$ cat src/rtl/mem_arb_pkg.sv
// Shared encodings for the memory arbiter: FSM states, bus owner and fetch lane mask.
package mem_arb_pkg;

  typedef enum logic [1:0] {
    IDLE = 2'd0,
    BUS  = 2'd1,
    RESP = 2'd2
  } state_t;

  typedef enum logic {
    OWN_IF  = 1'b0,
    OWN_LSU = 1'b1
  } owner_t;

  localparam logic [3:0] SEL_ALL = 4'b1111;

endpackage

$ cat src/rtl/mem_arbiter_if.sv
// Requester and bus signal bundle; master is the arbiter side, slave is the environment.
interface mem_arbiter_if;
  logic        if_req_i;
  logic [31:0] if_addr_i;
  logic        if_ack_o;
  logic        if_err_o;
  logic [31:0] if_dat_o;
  logic        lsu_req_i;
  logic        lsu_we_i;
  logic [3:0]  lsu_sel_i;
  logic [31:0] lsu_addr_i;
  logic [31:0] lsu_dat_i;
  logic        lsu_ack_o;
  logic        lsu_err_o;
  logic [31:0] lsu_dat_o;
  logic        cyc_o;
  logic        stb_o;
  logic        we_o;
  logic [3:0]  sel_o;
  logic [31:0] adr_o;
  logic [31:0] dat_o;
  logic [31:0] dat_i;
  logic        ack_i;
  logic        err_i;

  modport master (
    input  if_req_i, if_addr_i,
    input  lsu_req_i, lsu_we_i, lsu_sel_i, lsu_addr_i, lsu_dat_i,
    input  dat_i, ack_i, err_i,
    output if_ack_o, if_err_o, if_dat_o,
    output lsu_ack_o, lsu_err_o, lsu_dat_o,
    output cyc_o, stb_o, we_o, sel_o, adr_o, dat_o
  );

  modport slave (
    output if_req_i, if_addr_i,
    output lsu_req_i, lsu_we_i, lsu_sel_i, lsu_addr_i, lsu_dat_i,
    output dat_i, ack_i, err_i,
    input  if_ack_o, if_err_o, if_dat_o,
    input  lsu_ack_o, lsu_err_o, lsu_dat_o,
    input  cyc_o, stb_o, we_o, sel_o, adr_o, dat_o
  );
endinterface

$ cat src/rtl/mem_arb_timer.sv
// Bus-cycle watchdog: expired is high during the TIMEOUT_CYCLES-th consecutive enabled cycle.
module mem_arb_timer #(
  parameter int TIMEOUT_CYCLES = 16
) (
  input  logic clk_i,
  input  logic rst_i,
  input  logic clear,
  input  logic enable,
  output logic expired
);
  localparam int W = $clog2(TIMEOUT_CYCLES + 1);
  localparam logic [W-1:0] LAST = W'(TIMEOUT_CYCLES - 1);

  logic [W-1:0] count_reg;

  // count_reg holds the number of enabled cycles already completed
  always_ff @(posedge clk_i) begin
    if (!rst_i || clear) begin
      count_reg <= '0;
    end else if (enable && count_reg != LAST) begin
      count_reg <= count_reg + 1'b1;
    end
  end

  assign expired = enable && (count_reg == LAST);
endmodule

$ cat src/rtl/mem_arbiter.sv
// Two-requester (fetch / LSU) arbiter onto a single pipelined-less bus with timeout and anti-starvation.
module mem_arbiter
  import mem_arb_pkg::*;
#(
  parameter int TIMEOUT_CYCLES = 16,
  parameter int STARVE_LIMIT   = 4
) (
  input logic           clk_i,
  input logic           rst_i,
  mem_arbiter_if.master bus
);
  localparam int SW = $clog2(STARVE_LIMIT + 1);
  localparam logic [SW-1:0] STARVE_MAX = SW'(STARVE_LIMIT);

  state_t        state_reg;
  owner_t        owner_reg;
  logic [SW-1:0] starve_reg;
  logic          cyc_reg;
  logic          we_reg;
  logic [3:0]    sel_reg;
  logic [31:0]   adr_reg;
  logic [31:0]   dat_reg;
  logic          if_ack_reg, if_err_reg, lsu_ack_reg, lsu_err_reg;
  logic [31:0]   if_dat_reg, lsu_dat_reg;
  logic          in_bus, expired, fetch_due, lsu_win;

  assign in_bus    = (state_reg == BUS);
  assign fetch_due = bus.if_req_i && (starve_reg == STARVE_MAX);
  assign lsu_win   = bus.lsu_req_i && !fetch_due;

  mem_arb_timer #(.TIMEOUT_CYCLES(TIMEOUT_CYCLES)) u_timer (
    .clk_i   (clk_i),
    .rst_i   (rst_i),
    .clear   (!in_bus),
    .enable  (in_bus),
    .expired (expired)
  );

  always_ff @(posedge clk_i) begin
    if (!rst_i) begin
      state_reg   <= IDLE;
      owner_reg   <= OWN_IF;
      starve_reg  <= '0;
      cyc_reg     <= 1'b0;
      we_reg      <= 1'b0;
      sel_reg     <= '0;
      adr_reg     <= '0;
      dat_reg     <= '0;
      if_ack_reg  <= 1'b0;
      if_err_reg  <= 1'b0;
      lsu_ack_reg <= 1'b0;
      lsu_err_reg <= 1'b0;
      if_dat_reg  <= '0;
      lsu_dat_reg <= '0;
    end else begin
      if_ack_reg  <= 1'b0;
      if_err_reg  <= 1'b0;
      lsu_ack_reg <= 1'b0;
      lsu_err_reg <= 1'b0;
      case (state_reg)
        IDLE: begin
          if (!bus.if_req_i) starve_reg <= '0;
          if (lsu_win) begin
            owner_reg <= OWN_LSU;
            we_reg    <= bus.lsu_we_i;
            sel_reg   <= bus.lsu_sel_i;
            adr_reg   <= bus.lsu_addr_i;
            dat_reg   <= bus.lsu_dat_i;
            cyc_reg   <= 1'b1;
            state_reg <= BUS;
            if (bus.if_req_i && starve_reg != STARVE_MAX) starve_reg <= starve_reg + 1'b1;
          end else if (bus.if_req_i) begin
            owner_reg  <= OWN_IF;
            we_reg     <= 1'b0;
            sel_reg    <= SEL_ALL;
            adr_reg    <= bus.if_addr_i;
            dat_reg    <= '0;
            cyc_reg    <= 1'b1;
            state_reg  <= BUS;
            starve_reg <= '0;
          end
        end
        BUS: begin
          if (bus.err_i || bus.ack_i || expired) begin
            cyc_reg   <= 1'b0;
            state_reg <= RESP;
            // err_i beats ack_i; a bare timeout reports as an error too
            if (bus.err_i || !bus.ack_i) begin
              if (owner_reg == OWN_LSU) lsu_err_reg <= 1'b1;
              else                      if_err_reg  <= 1'b1;
            end else if (owner_reg == OWN_LSU) begin
              lsu_ack_reg <= 1'b1;
              lsu_dat_reg <= bus.dat_i;
            end else begin
              if_ack_reg <= 1'b1;
              if_dat_reg <= bus.dat_i;
            end
          end
        end
        RESP:    state_reg <= IDLE;
        default: state_reg <= IDLE;
      endcase
    end
  end

  assign bus.cyc_o     = cyc_reg;
  assign bus.stb_o     = cyc_reg;
  assign bus.we_o      = we_reg;
  assign bus.sel_o     = sel_reg;
  assign bus.adr_o     = adr_reg;
  assign bus.dat_o     = dat_reg;
  assign bus.if_ack_o  = if_ack_reg;
  assign bus.if_err_o  = if_err_reg;
  assign bus.if_dat_o  = if_dat_reg;
  assign bus.lsu_ack_o = lsu_ack_reg;
  assign bus.lsu_err_o = lsu_err_reg;
  assign bus.lsu_dat_o = lsu_dat_reg;
endmodule

$ cat src/flat_wrapper.sv
// flat-port wrapper written by rule: the top's interface ports become plain ports
module mem_arbiter_flat import mem_arb_pkg::*;
#(
  parameter int TIMEOUT_CYCLES = 16,
  parameter int STARVE_LIMIT   = 4
)
  (clk_i, rst_i, bus_if_req_i, bus_if_addr_i, bus_lsu_req_i, bus_lsu_we_i, bus_lsu_sel_i, bus_lsu_addr_i, bus_lsu_dat_i, bus_dat_i, bus_ack_i, bus_err_i, bus_if_ack_o, bus_if_err_o, bus_if_dat_o, bus_lsu_ack_o, bus_lsu_err_o, bus_lsu_dat_o, bus_cyc_o, bus_stb_o, bus_we_o, bus_sel_o, bus_adr_o, bus_dat_o);
  mem_arbiter_if bus_i ();
  input logic clk_i;
  input logic rst_i;
  input wire logic [$bits(bus_i.if_req_i)-1:0] bus_if_req_i;
  input wire logic [$bits(bus_i.if_addr_i)-1:0] bus_if_addr_i;
  input wire logic [$bits(bus_i.lsu_req_i)-1:0] bus_lsu_req_i;
  input wire logic [$bits(bus_i.lsu_we_i)-1:0] bus_lsu_we_i;
  input wire logic [$bits(bus_i.lsu_sel_i)-1:0] bus_lsu_sel_i;
  input wire logic [$bits(bus_i.lsu_addr_i)-1:0] bus_lsu_addr_i;
  input wire logic [$bits(bus_i.lsu_dat_i)-1:0] bus_lsu_dat_i;
  input wire logic [$bits(bus_i.dat_i)-1:0] bus_dat_i;
  input wire logic [$bits(bus_i.ack_i)-1:0] bus_ack_i;
  input wire logic [$bits(bus_i.err_i)-1:0] bus_err_i;
  output wire logic [$bits(bus_i.if_ack_o)-1:0] bus_if_ack_o;
  output wire logic [$bits(bus_i.if_err_o)-1:0] bus_if_err_o;
  output wire logic [$bits(bus_i.if_dat_o)-1:0] bus_if_dat_o;
  output wire logic [$bits(bus_i.lsu_ack_o)-1:0] bus_lsu_ack_o;
  output wire logic [$bits(bus_i.lsu_err_o)-1:0] bus_lsu_err_o;
  output wire logic [$bits(bus_i.lsu_dat_o)-1:0] bus_lsu_dat_o;
  output wire logic [$bits(bus_i.cyc_o)-1:0] bus_cyc_o;
  output wire logic [$bits(bus_i.stb_o)-1:0] bus_stb_o;
  output wire logic [$bits(bus_i.we_o)-1:0] bus_we_o;
  output wire logic [$bits(bus_i.sel_o)-1:0] bus_sel_o;
  output wire logic [$bits(bus_i.adr_o)-1:0] bus_adr_o;
  output wire logic [$bits(bus_i.dat_o)-1:0] bus_dat_o;
  assign bus_i.if_req_i = bus_if_req_i;
  assign bus_i.if_addr_i = bus_if_addr_i;
  assign bus_i.lsu_req_i = bus_lsu_req_i;
  assign bus_i.lsu_we_i = bus_lsu_we_i;
  assign bus_i.lsu_sel_i = bus_lsu_sel_i;
  assign bus_i.lsu_addr_i = bus_lsu_addr_i;
  assign bus_i.lsu_dat_i = bus_lsu_dat_i;
  assign bus_i.dat_i = bus_dat_i;
  assign bus_i.ack_i = bus_ack_i;
  assign bus_i.err_i = bus_err_i;
  assign bus_if_ack_o = bus_i.if_ack_o;
  assign bus_if_err_o = bus_i.if_err_o;
  assign bus_if_dat_o = bus_i.if_dat_o;
  assign bus_lsu_ack_o = bus_i.lsu_ack_o;
  assign bus_lsu_err_o = bus_i.lsu_err_o;
  assign bus_lsu_dat_o = bus_i.lsu_dat_o;
  assign bus_cyc_o = bus_i.cyc_o;
  assign bus_stb_o = bus_i.stb_o;
  assign bus_we_o = bus_i.we_o;
  assign bus_sel_o = bus_i.sel_o;
  assign bus_adr_o = bus_i.adr_o;
  assign bus_dat_o = bus_i.dat_o;
  mem_arbiter #(.TIMEOUT_CYCLES(TIMEOUT_CYCLES), .STARVE_LIMIT(STARVE_LIMIT)) u_core (.clk_i(clk_i), .rst_i(rst_i), .bus(bus_i));
endmodule
$ cat config.mk
export PLATFORM = sky130hd
export DESIGN_NAME = mem_arbiter_flat
export DESIGN_NICKNAME = d
export VERILOG_FILES = /design/src/rtl/mem_arb_pkg.sv /design/src/rtl/mem_arbiter_if.sv /design/src/rtl/mem_arb_timer.sv /design/src/rtl/mem_arbiter.sv /design/src/flat_wrapper.sv
export SDC_FILE = /design/constraint.sdc
export NUM_CORES = 1
export LEC_CHECK = 0
export BUFFER_PORTS_ARGS = -buffer_cell sky130_fd_sc_hd__buf_4
export CAP_MARGIN = 10
export CORE_MARGIN = 2
export CORE_UTILIZATION = 48
export DETAILED_ROUTE_END_ITERATION = 10
export PLACE_DENSITY = 0.79
export SLEW_MARGIN = 40
export SYNTH_ARGS = -nofsm -noshare
export SYNTH_HDL_FRONTEND = slang
export SYNTH_SLANG_ARGS = --single-unit
$ cat constraint.sdc
create_clock -name clk_i -period 2.4 [get_ports clk_i]
set_clock_uncertainty 0.2 [all_clocks]
set_input_delay 0.36 -clock clk_i [delete_from_list [all_inputs] [get_ports clk_i]]
set_output_delay 0.36 -clock clk_i [all_outputs]
set_load 0.005 [all_outputs]
After elaboration in Yosys (flattened, before gate mapping)

Index checks and enable logic that the tools add are counted.

Bits in registers: 149
Latch bits: 0
Bits in writable memories: 0
Memory bits (read-only): 0
Input port bits: 139
Output and inout port bits: 139
Memories: 0

$add $sub $neg: 2
$mul: 0
Divide/modulo/power cells: 0
Magnitude comparators: 0
Equality and inequality tests: 7
Shift-type cells: 0
Mux-type cells: 23
Bitwise gates (word level): 5
Reduce and logical (&&, ||, !) cells: 23

Operator list:

| cell                  | number |
|---|---|
| $mux W32              | 4 |
| $mux W3               | 4 |
| $reduce_and A4 Y1     | 3 |
| $mux W1               | 8 |
| $mux W4               | 2 |
| $mux W2               | 3 |
| $add A5 B1 Y5 const B | 1 |
| $eq A5 B4 Y1 const B  | 1 |
| $logic_and A1 B1 Y1   | 5 |
| $ne A5 B4 Y1 const B  | 1 |
| $not A1 Y1            | 5 |
| $logic_not A1 Y1      | 4 |
| $logic_or A1 B1 Y1    | 4 |
| $pmux W2 S2           | 1 |
| $reduce_and A2 Y1     | 2 |
| $reduce_bool A2 Y1    | 2 |
| $reduce_or A4 Y1      | 1 |
| $add A3 B1 Y3 const B | 1 |
| $eq A3 B3 Y1 const B  | 1 |
| $ne A3 B2 Y1 const B  | 1 |
| $ne A3 B3 Y1 const B  | 1 |
| $reduce_and A3 Y1     | 1 |
| $eq A2 B1 Y1 const B  | 1 |
| $logic_not A2 Y1      | 1 |
| 2 further kinds       | 2 |

Logic depth before layout (Yosys ltp)

Gate-level depths: netlist of the first run.

Depth in word-level cells: 6
Depth in mapped cells: 7
Depth with buffers taken out: 6

Cells and area by module

A second synthesis of the first run with hierarchy kept.

Cell total of the unflattened synthesis: 726
Area, all modules: 6700.2 um^2

By module, submodules not included:

| module        | times used | cells each | area an instance (um^2) |
|---|---|---|---|
| mem_arbiter   | 1          | 699        | 6451.2 |
| mem_arb_timer | 1          | 27         | 249.0 |

Least setup slack after synthesis of the first run

OpenSTA, ideal clock, no wires.

Kind: register -> register
Start point: register u_core.u_timer.count_reg[0]
End point: register u_core.u_timer.count_reg[3]
Library setup time: 0.070 ns
Arrival time: 1.755 ns
Data required time: 2.130 ns
Path slack: 0.375 ns
Cell stages (with the launch flop): 8
Buffers on the path: 1
Period minus slack after synthesis: 2.025 ns
Cell sequence: dfxtp_1 -> ha_1 -> and3_1 -> ha_1 -> clkbuf_1 -> nand2b_1 -> or4_1 -> a21oi_1

Longest elaborated chain between the ends: 2

RTL lines:

| element                                               | RTL line            | text |
|---|---|---|
| start: declaration                                    | mem_arb_timer.sv:14 | `logic [W-1:0] count_reg;` |
| start signal: assignment                              | mem_arb_timer.sv:21 | `count_reg <= count_reg + 1'b1;` |
| branches (longest 2 deep; another with $add A5 B1 Y5) | --                  |  |

Parallel ways; which one is timed is not known.
A chain may end at the register's enable or synchronous reset.

Worst setup path in the final report of the first run

Ends and elaborated chain as after synthesis.

==> results of run 1 <==
==> worst max-delay path: stages, from the launching register on <==
cell and delay, ns:
dfxtp_1 0.33, ha_1 0.20, and3_1 0.18, ha_1 0.28, nand2b_1 0.19, or4_1 0.47
a21oi_1 0.14
==> area by class of cell <==
cell class	instances	area (sq um)
inverters	5	20.0
clock buffers	20	447
well taps	176	220
clock inverters	12	178
fillers	1060	3740
multi-input cells	478	2980
flip-flops and latches	149	2980
repair buffers	318	2510
==> what timing repair did <==
| action | 4_1_cts | 5_1_grt |
|---|---|---|
| endpoints found under the hold margin | 20 | 0 |
| hold buffers | 20 | 0 |
| setup endpoints to repair | 0 | 0 |
==> through the flow <==
stage	setup WS (ns)	area [sq um]	instances	utilization	hold WS, ns
3_3_place_gp	0.398	8520	1106	0.651	0.258
4_1_cts	0.348	9340	1158	0.714	0.000958
5_1_grt	0.226	9340	1158	0.714	0.00913
2_1_floorplan	0.375	6370	720	-	0.248
6_report	0.352	9340	1158	0.714	0.0164
3_5_place_dp	0.348	8520	1106	0.651	0.266
==> power groups by stage <==
| stage | registers [W] | logic (W) | clock network [W] |
|---|---|---|---|
| after detailed placement | 0.00275 | 0.00107 | 0 |
| after floorplan | 0.00275 | 0.000544 | 0 |
| after global routing | 0.00271 | 0.00120 | 0.00295 |
| after CTS | 0.00269 | 0.00110 | 0.00283 |
| after global placement | 0.00274 | 0.00106 | 0 |
| final | 0.00270 | 0.00110 | 0.00280 |
==> routing by layer <==
layer	vias to the layer above	global-route usage	part of all wire	routed length [um]
li1	3164	-	-	-
met1	3079	0.328	0.40	7840
met2	281	0.445	0.49	9420
met4	0	0.105	0.023	454
met3	35	0.0824	0.088	1710
met5	-	0	0	0
==> worst max path at each step <==
| stage | start | endpoint | cells past startpoint |
|---|---|---|---|
| global placement | u_core.u_timer.count_reg[0]$_SDFFE_PP0P_ | u_core.u_timer.count_reg[3]$_SDFFE_PP0P_ | 6 |
| floorplan | u_core.u_timer.count_reg[0]$_SDFFE_PP0P_ | u_core.u_timer.count_reg[3]$_SDFFE_PP0P_ | 7 |
| global route | u_core.u_timer.count_reg[0]$_SDFFE_PP0P_ | u_core.u_timer.count_reg[3]$_SDFFE_PP0P_ | 6 |
| detailed placement | u_core.u_timer.count_reg[0]$_SDFFE_PP0P_ | u_core.u_timer.count_reg[3]$_SDFFE_PP0P_ | 6 |
| CTS | u_core.u_timer.count_reg[0]$_SDFFE_PP0P_ | u_core.u_timer.count_reg[3]$_SDFFE_PP0P_ | 6 |
| finish | u_core.u_timer.count_reg[0]$_SDFFE_PP0P_ | u_core.u_timer.count_reg[3]$_SDFFE_PP0P_ | 6 |
==> cell usage after synthesis (2+ instances only) <==
cell type / n
o221a_2: 4
o21bai_2: 16
and3_1: 33
nand3_1: 65
nand2b_1: 2
clkbuf_2: 3
clkbuf_1: 57
nand2_1: 3
o21ai_0: 85
buf_4: 4
inv_1: 4
mux2i_1: 2
buf_2: 17
o21ai_1: 16
ha_1: 4
buf_1: 3
dfxtp_1: 149
nor2b_1: 2
o311a_1: 32
nor3_1: 6
a21boi_0: 32
buf_6: 4
nand4_1: 33
nor2_1: 9
a21oi_1: 101
o21bai_1: 16
xnor2_1: 3
==> logic make-up (layout without fill, tap and decap cells) <==
| logic type | Yosys count | count (layout) | synth area share |
|---|---|---|---|
| DFF | 149 | 149 | 0.468 |
| buffers and inverters | 93 | 355 | 0.0658 |
| xor gates and xnor gates | 4 | 4 | 0.00550 |
| and+or+nand+nor | 163 | 163 | 0.145 |
| adders and majority gates | 4 | 4 | 0.00785 |
| AOI/OAI and AO/OA | 305 | 305 | 0.304 |
| muxes | 2 | 2 | 0.00314 |
==> results.cfg, run 1 <==
[status]
status = completed

[timing]
fmax_mhz = 488
setup_tns_ns = 0
layout_min_cycle_time_ns = 2.05
min_period_over_period = 0.853
drv_slew = 0
hold_viol_final = 0
tightest_slew_ns = 0.647
setup_viol = 0
max_slew_margin = 0.569
rsz0062_at_grt = false

[cts]
clkTransAtPathRegs_ns = 0.06
cts_inserted_buffers = 17
clock_sinks = 149
clk_latency_ns = 0.41
cts_resized = 0
cts_buffer_depth = 2
post_cts_buffers = 0
htreeDepth = 4
cts-root-buf = clkbuf_16
cts_tree = built

[synth]
async_flop_share = 0
synth-edff-count = 0
synth_top_cell_area_share = 0.468
syn-cell-area_sq_um = 6370
synth_warnings = 0
synthFlopType = dfxtp_1
ys_types = 42
synth.net_count = 863
yosysTopAreaCell = dfxtp_1
synth.avg_cell_area_sq_um = 8.85
ys_ff_latch = 149
synthCells = 720
synthTopCellsByArea = dfxtp_1 (47%), a21oi_1 (7.9%), o21ai_0 (6.7%)
synth-seq-area-share = 0.468

[final_layout]
final_cell_mix = buf_4 (292), dfxtp_1 (148), a21oi_1 (101)
syn_to_final_growth_pct = 46.6
final_nets = 1112
layout-drive-gt1-share = 0.366
diodes = 0
layout_commonest_cell = buf_4

[routing]
firstDrtPassIters = 4
drt-initial-drc-count = 718
antenna_left = 0
drt-vias-per-instance = 5.66
vias = 6559
drt_drc_violations_left = 0
routed_wl_mm = 19.4
routedWlPerCell_um = 16.8

[critical_path]
worstPathArrival_ns = 2.20
cp_max_fo = 8
end_kind = flip-flop
reg2reg_to = u_core.u_timer.count_reg[3]$_SDFFE_PP0P_
worstRegToRegCells = 6
reg2reg_setup_slack_ns = 0.35
worst-setup-path-type = reg -> reg
r2r_start = u_core.u_timer.count_reg[0]$_SDFFE_PP0P_
start_kind = flip-flop
required_ns = 2.55

[global_route]
grt_start_max_net_pins = 76
antenna_found_initial = 0
grt_pass1_vias = 6176
grt_pass1_wl_mm = 30.9
grt_overflow_total = 0
grt_use_total = 0.269

[power_and_ir_drop]
p_switching_w = 0.00163
internal_power_w = 0.00497
p_per_area_nw_per_um2 = 706
p_leak_nw = 4.03
clkPwrFrac = 0.424
ir_worst_vdd_mv = 0.474
swShare = 0.247
seqPwrFrac = 0.409
finalPower_w = 0.00660
combinationalPowerShare = 0.167

[floorplan]
row_count = 42
core_area_sq_um = 13100
die_area_sq_um = 14200
ios = 278
chipWidth_um = 119
die_h_um = 119
start_util = 0.487

[worst_hold_path]
holdPathEnd = u_core.bus.dat_o[10]$_SDFFE_PN0P_
holdCritStartpoint = bus_lsu_dat_i[10]
hp-class = in -> reg
hold-path-cell-count = 3

[job]
drv_cap = 0

[placement]
port_buffers = 277
dp_hpwl_mm = 12.6
gp_congestion = 0.798
No activity file was read; power rests on OpenSTA's default activity.
==> run 2: changes to the inputs <==
- CORE_UTILIZATION: 48 -> 50
- PLACE_DENSITY: 0.79 -> 0.82
- clock period: 2.4 -> 2.6 ns (I/O delays scaled with it)
==> run 2 against run 1 <==
Compared with the run above:
- flip-flop and latch count did not move
- sequential power fell by 7.8%
- via count fell by 0.85%
- hold slack improved by 0.019 ns
- maximum frequency fell by 1.9%
- register-to-register slack improved by 0.16 ns
- core utilization rose by 1.6 points
- largest cell class unchanged
==> results.cfg, run 2 (synthesis gave the netlist of run 1 again) <==
[status]
status = completed

[timing]
max_slew_margin = 0.576
drv_slew = 0
tightest_slew_ns = 0.636
setup_viol = 0
layout_min_cycle_time_ns = 2.09
rsz0062_at_grt = false
setup_tns_ns = 0
hold_viol_final = 0
fmax_mhz = 479
min_period_over_period = 0.803

[routing]
drt-initial-drc-count = 665
vias = 6503
firstDrtPassIters = 5
drt-vias-per-instance = 5.76
antenna_left = 0
routed_wl_mm = 19.4
routedWlPerCell_um = 17.1
drt_drc_violations_left = 0

[floorplan]
start_util = 0.509
chipWidth_um = 117
row_count = 41
ios = 278
die_h_um = 117
die_area_sq_um = 13700
core_area_sq_um = 12500

[final_layout]
diodes = 0
fill_cells = 983
layout_commonest_cell = buf_4
final_area_sq_um = 9140
multi_input_area_sq_um = 2980
syn_to_final_growth_pct = 43.4
final_nets = 1088
final_cell_mix = buf_4 (288), dfxtp_1 (148), a21oi_1 (101)
layout-drive-gt1-share = 0.372
post-route-util = 0.730
regArea_sq_um = 2980

[critical_path]
required_ns = 2.70
r2r_start = u_core.starve_reg[0]$_SDFFE_PN0P_
slowest_stage = nand3_2
max_stage_delay_ns = 0.36
reg2reg_to = u_core.bus.adr_o[28]$_SDFFE_PN0P_
worst-setup-path-type = reg -> reg
cp_max_fo = 57
start_kind = flip-flop
cp_cell_sequence = inv_1 -> ha_1 -> nand3_2 -> buf_12 -> and3_1 -> o311a_1
endpoint = u_core.bus.adr_o[28]$_SDFFE_PN0P_
reg2reg_setup_slack_ns = 0.51
end_kind = flip-flop
worstPathArrival_ns = 2.19
worstRegToRegCells = 6
critPathLaunch = u_core.starve_reg[0]$_SDFFE_PN0P_

[global_route]
grt_overflow_total = 0
grt_use_total = 0.266
grt_start_max_net_pins = 68
grt_pass1_wl_mm = 28.7
antenna_found_initial = 0
grt_pass1_vias = 5741

[cts]
cts_tree = built
cts-root-buf = clkbuf_16
cts_buffer_depth = 2
cts_resized = 0
htreeDepth = 4
clk_latency_ns = 0.42
clkTransAtPathRegs_ns = 0.06
post_cts_buffers = 0
holdBufCountCts = 0
cts_inserted_buffers = 17
clock_sinks = 149

[placement]
dp_hpwl_mm = 12.7
gp_congestion = 0.758
placed_area_sq_um = 8480
port_buffers = 277

[power_and_ir_drop]
p_leak_nw = 3.94
p_per_area_nw_per_um2 = 675
ir_worst_vdd_mv = 0.483

[worst_hold_path]
hp-class = in -> reg

[job]
drv_cap = 0
## run 2: how the worst min path moves through the flow
stage                                              from                                       end  slack [ns]  cells after the start
3_3_place_gp          u_core.bus.dat_o[20]$_SDFFE_PN0P_         u_core.bus.dat_o[20]$_SDFFE_PN0P_        0.26                      2
6_report                                      bus_err_i          u_core.state_reg[1]$_SDFFE_PN0P_        0.04                      3
2_1_floorplan  u_core.u_timer.count_reg[3]$_SDFFE_PP0P_  u_core.u_timer.count_reg[3]$_SDFFE_PP0P_        0.25                      2
3_5_place_dp          u_core.bus.dat_o[20]$_SDFFE_PN0P_         u_core.bus.dat_o[20]$_SDFFE_PN0P_        0.27                      2
4_1_cts                                bus_lsu_sel_i[0]          u_core.bus.sel_o[0]$_SDFFE_PN0P_        0.02                      2
5_1_grt                                bus_lsu_sel_i[0]          u_core.bus.sel_o[0]$_SDFFE_PN0P_        0.03                      2
## run 2: where the power goes
part | leakage, nW | internal [W] | switching [W]
sequential | 1.22 | 0.00242 | 0.0000728
combinational | 2.42 | 0.000508 | 0.000474
clock | 0.307 | 0.00175 | 0.000947
total | 3.94 | 0.00467 | 0.00149
## run 2: layout make-up
| type | instances | area share |
|---|---|---|
| clock buffers | 19 | 0.0496 |
| clock inverters | 12 | 0.0222 |
| inverters | 5 | 0.00219 |
| multi-input cells | 478 | 0.326 |
| flip-flops and latches | 149 | 0.326 |
| repair buffers | 294 | 0.250 |
| well taps | 172 | 0.0235 |
## run 2: metal layers
metal | routed length, um | share of wire | vias up | track usage
met4 | 828 | 0.043 | 0 | 0.137
li1 | - | - | 3112 | -
met5 | 0 | 0 | - | 0
met1 | 7690 | 0.40 | 3028 | 0.320
met2 | 9010 | 0.47 | 302 | 0.424
met3 | 1830 | 0.095 | 61 | 0.0896
## run 2: worst max-delay path, delay by kind of cell, from the launching register on
family,cells,cell delay (ns)
compound gates,1,0.29
buf+inv,2,0.39
fa+ha+maj,1,0.18
simple gates,2,0.56
flops,1,0.34
## run 2: stage by stage
step / total power, W / hold WS (ns) / instances / setup slack, ns
detailed placement: 0.00351 / 0.265 / 1098 / 0.525
CTS: 0.00621 / 0.0217 / 1129 / 0.515
global placement: 0.00351 / 0.259 / 1098 / 0.597
floorplan: 0.00304 / 0.248 / 720 / 0.575
global route: 0.00640 / 0.0333 / 1129 / 0.380
finish: 0.00617 / 0.0356 / 1129 / 0.511
==> run 3: changes to the inputs <==
- CORE_UTILIZATION: 50 -> 43
- PLACE_DENSITY: 0.82 -> 0.74
- clock period: 2.6 -> 1.7 ns (I/O delays scaled with it)
==> run 3 against run 2 <==
Compared with the run above:
- the run now ends with setup timing left
- cell count up 13%
- count of clock-buffer cells in the layout increased by 1
- first-iteration DRC count decreased by 13%
- die area rose by 16%
- flip-flop and latch count is the same
- critical path type unchanged
==> results.cfg, run 3 (synthesis gave the netlist of run 1 again) <==
[power_and_ir_drop]
clkPwrFrac = 0.409
p_leak_nw = 4.65
seqPwrFrac = 0.395
p_switching_w = 0.00255
combinationalPowerShare = 0.196
internal_power_w = 0.00712
ir_worst_vdd_mv = 0.624
swShare = 0.264
p_per_area_nw_per_um2 = 884

[routing]
drt-initial-drc-count = 580
firstDrtPassIters = 4
routed_wl_mm = 24.1
drt-vias-per-instance = 5.75
drt_drc_violations_left = 0
routedWlPerCell_um = 18.8
antenna_left = 0
vias = 7355

[timing]
setup_viol = 25
hold_viol_final = 0
min_period_over_period = 1.03
layout_min_cycle_time_ns = 1.75
setup_tns_ns = -0.374
setup_ws_ns = -0.0498
fmax_mhz = 571
max_slew_margin = 0.789
rsz0062_at_grt = true
tightest_slew_ns = 0.315
drv_slew = 0

[placement]
place_inst = 1128
gp_congestion = 0.778
dp_hpwl_mm = 13.1
placed_area_sq_um = 8730
port_buffers = 277

[job]
drv_cap = 0

[global_route]
grt_use_met1 = 0.319
grt.met2_usage = 0.428
antenna_found_initial = 0
grt_start_max_net_pins = 68
grt_use_met3 = 0.0790
grt_pass1_wl_mm = 33.9
grt.busiest_layer = met2
grt_overflow_total = 0
grt_use_total = 0.260
grt_pass1_vias = 6679

[final_layout]
final_nets = 1226
layout-drive-gt1-share = 0.399
final_cell_mix = buf_4 (299), dfxtp_1 (142), dlygate4sd3_1 (101)
syn_to_final_growth_pct = 71.6
layout_commonest_cell = buf_4
final_area_sq_um = 10900
diodes = 0
fin_cells = 1280

[cts]
htreeDepth = 4
cts_buffer_depth = 2
cts_inserted_buffers = 17
clk_latency_ns = 0.42
clock_sinks = 149
cts-root-buf = clkbuf_16
cts_tree = built
clkTransAtPathRegs_ns = 0.06

[floorplan]
start_util = 0.440
core_area_sq_um = 14500
chipWidth_um = 126
row_count = 44
die_h_um = 126
ios = 278
die_area_sq_um = 15800

[critical_path]
critPathLaunch = u_core.u_timer.count_reg[0]$_SDFFE_PP0P_
r2r_start = u_core.u_timer.count_reg[0]$_SDFFE_PP0P_
worstPathArrival_ns = 1.91
worst-setup-path-type = reg -> reg
cp_max_fo = 3
required_ns = 1.86
start_kind = flip-flop
end_kind = flip-flop

[status]
status = finished, violations left
failed_checks = setup timing

[worst_hold_path]
holdCritStartpoint = bus_ack_i
hp-class = in -> reg
-- run 3: cell count changes in the layout (fill, tap and decap cells not counted), moves of 8 or more --
| cell | previous run | this run |
|---|---|---|
| dlygate4sd3_1 | 0 | 101 |
| and3_1 | 33 | 8 |
| buf_12 | 6 | 14 |
| and3_4 | 0 | 25 |
| buf_4 | 288 | 299 |
| clkbuf_16 | 17 | 26 |
-- run 3: power groups by stage --
stage               clock network (W)  logic, W  registers [W]
detailed placement                  0   0.00157        0.00388
finish                        0.00396   0.00190        0.00381
floorplan                           0  0.000769        0.00388
global route                  0.00413   0.00203        0.00383
global placement                    0   0.00156        0.00387
CTS                           0.00397   0.00176        0.00381
-- run 3: layout make-up --
class | count | area, sq um
clock inverters | 12 | 166
well taps | 184 | 230
clock buffers | 20 | 447
flip-flops and latches | 149 | 2990
fillers | 965 | 3540
multi-input cells | 479 | 3220
repair buffers | 431 | 3860
inverters | 5 | 20.0
-- run 3: critical path, stage by stage, from the launching register on --
cell      delay, ns
dfxtp_4        0.35
ha_4           0.15
and3_4         0.18
ha_4           0.16
nand2b_4       0.13
or4_4          0.41
a21oi_2        0.12
-- run 3: path summary, 6_finish.rpt --
path,end,slack [ns],depth (start not counted)
max,u_core.u_timer.count_reg[3]$_SDFFE_PP0P_,-0.05,6
min reg2reg,u_core.bus.dat_o[21]$_SDFFE_PN0P_,0.27,2
min,u_core.state_reg[1]$_SDFFE_PN0P_,0.02,4
max reg2reg,u_core.u_timer.count_reg[3]$_SDFFE_PP0P_,-0.05,6
-- run 3: metal layers --
layer  part of all wire  wire length [um]  vias up
met5                  0                 0        -
met4              0.029               701        0
met3              0.086              2070       62
met2               0.49             11900      382
met1               0.39              9460     3507
li1                   -                 -     3404
-- run 3: through the flow --
stage / power [W] / hold WS, ns / util / setup slack (ns)
after floorplan: 0.00465 / 0.198 / - / -0.148
after global placement: 0.00544 / 0.258 / 0.603 / -0.0262
after detailed placement: 0.00545 / 0.265 / 0.603 / -0.0373
after CTS: 0.00954 / 0.00541 / 0.715 / -0.0336
after global routing: 0.0100 / 0.0225 / 0.755 / -0.101
final: 0.00967 / 0.0223 / 0.755 / -0.0498
-- run 3: what timing repair did --
action | CTS | global route
setup endpoints to repair | 11 | 109
buffers inserted | 0 | 6
resized for setup | 3 | 69
pin swaps | 0 | 35
hold buffers | 101 | 0
cloned | 0 | 13
endpoints found under the hold margin | 133 | 0
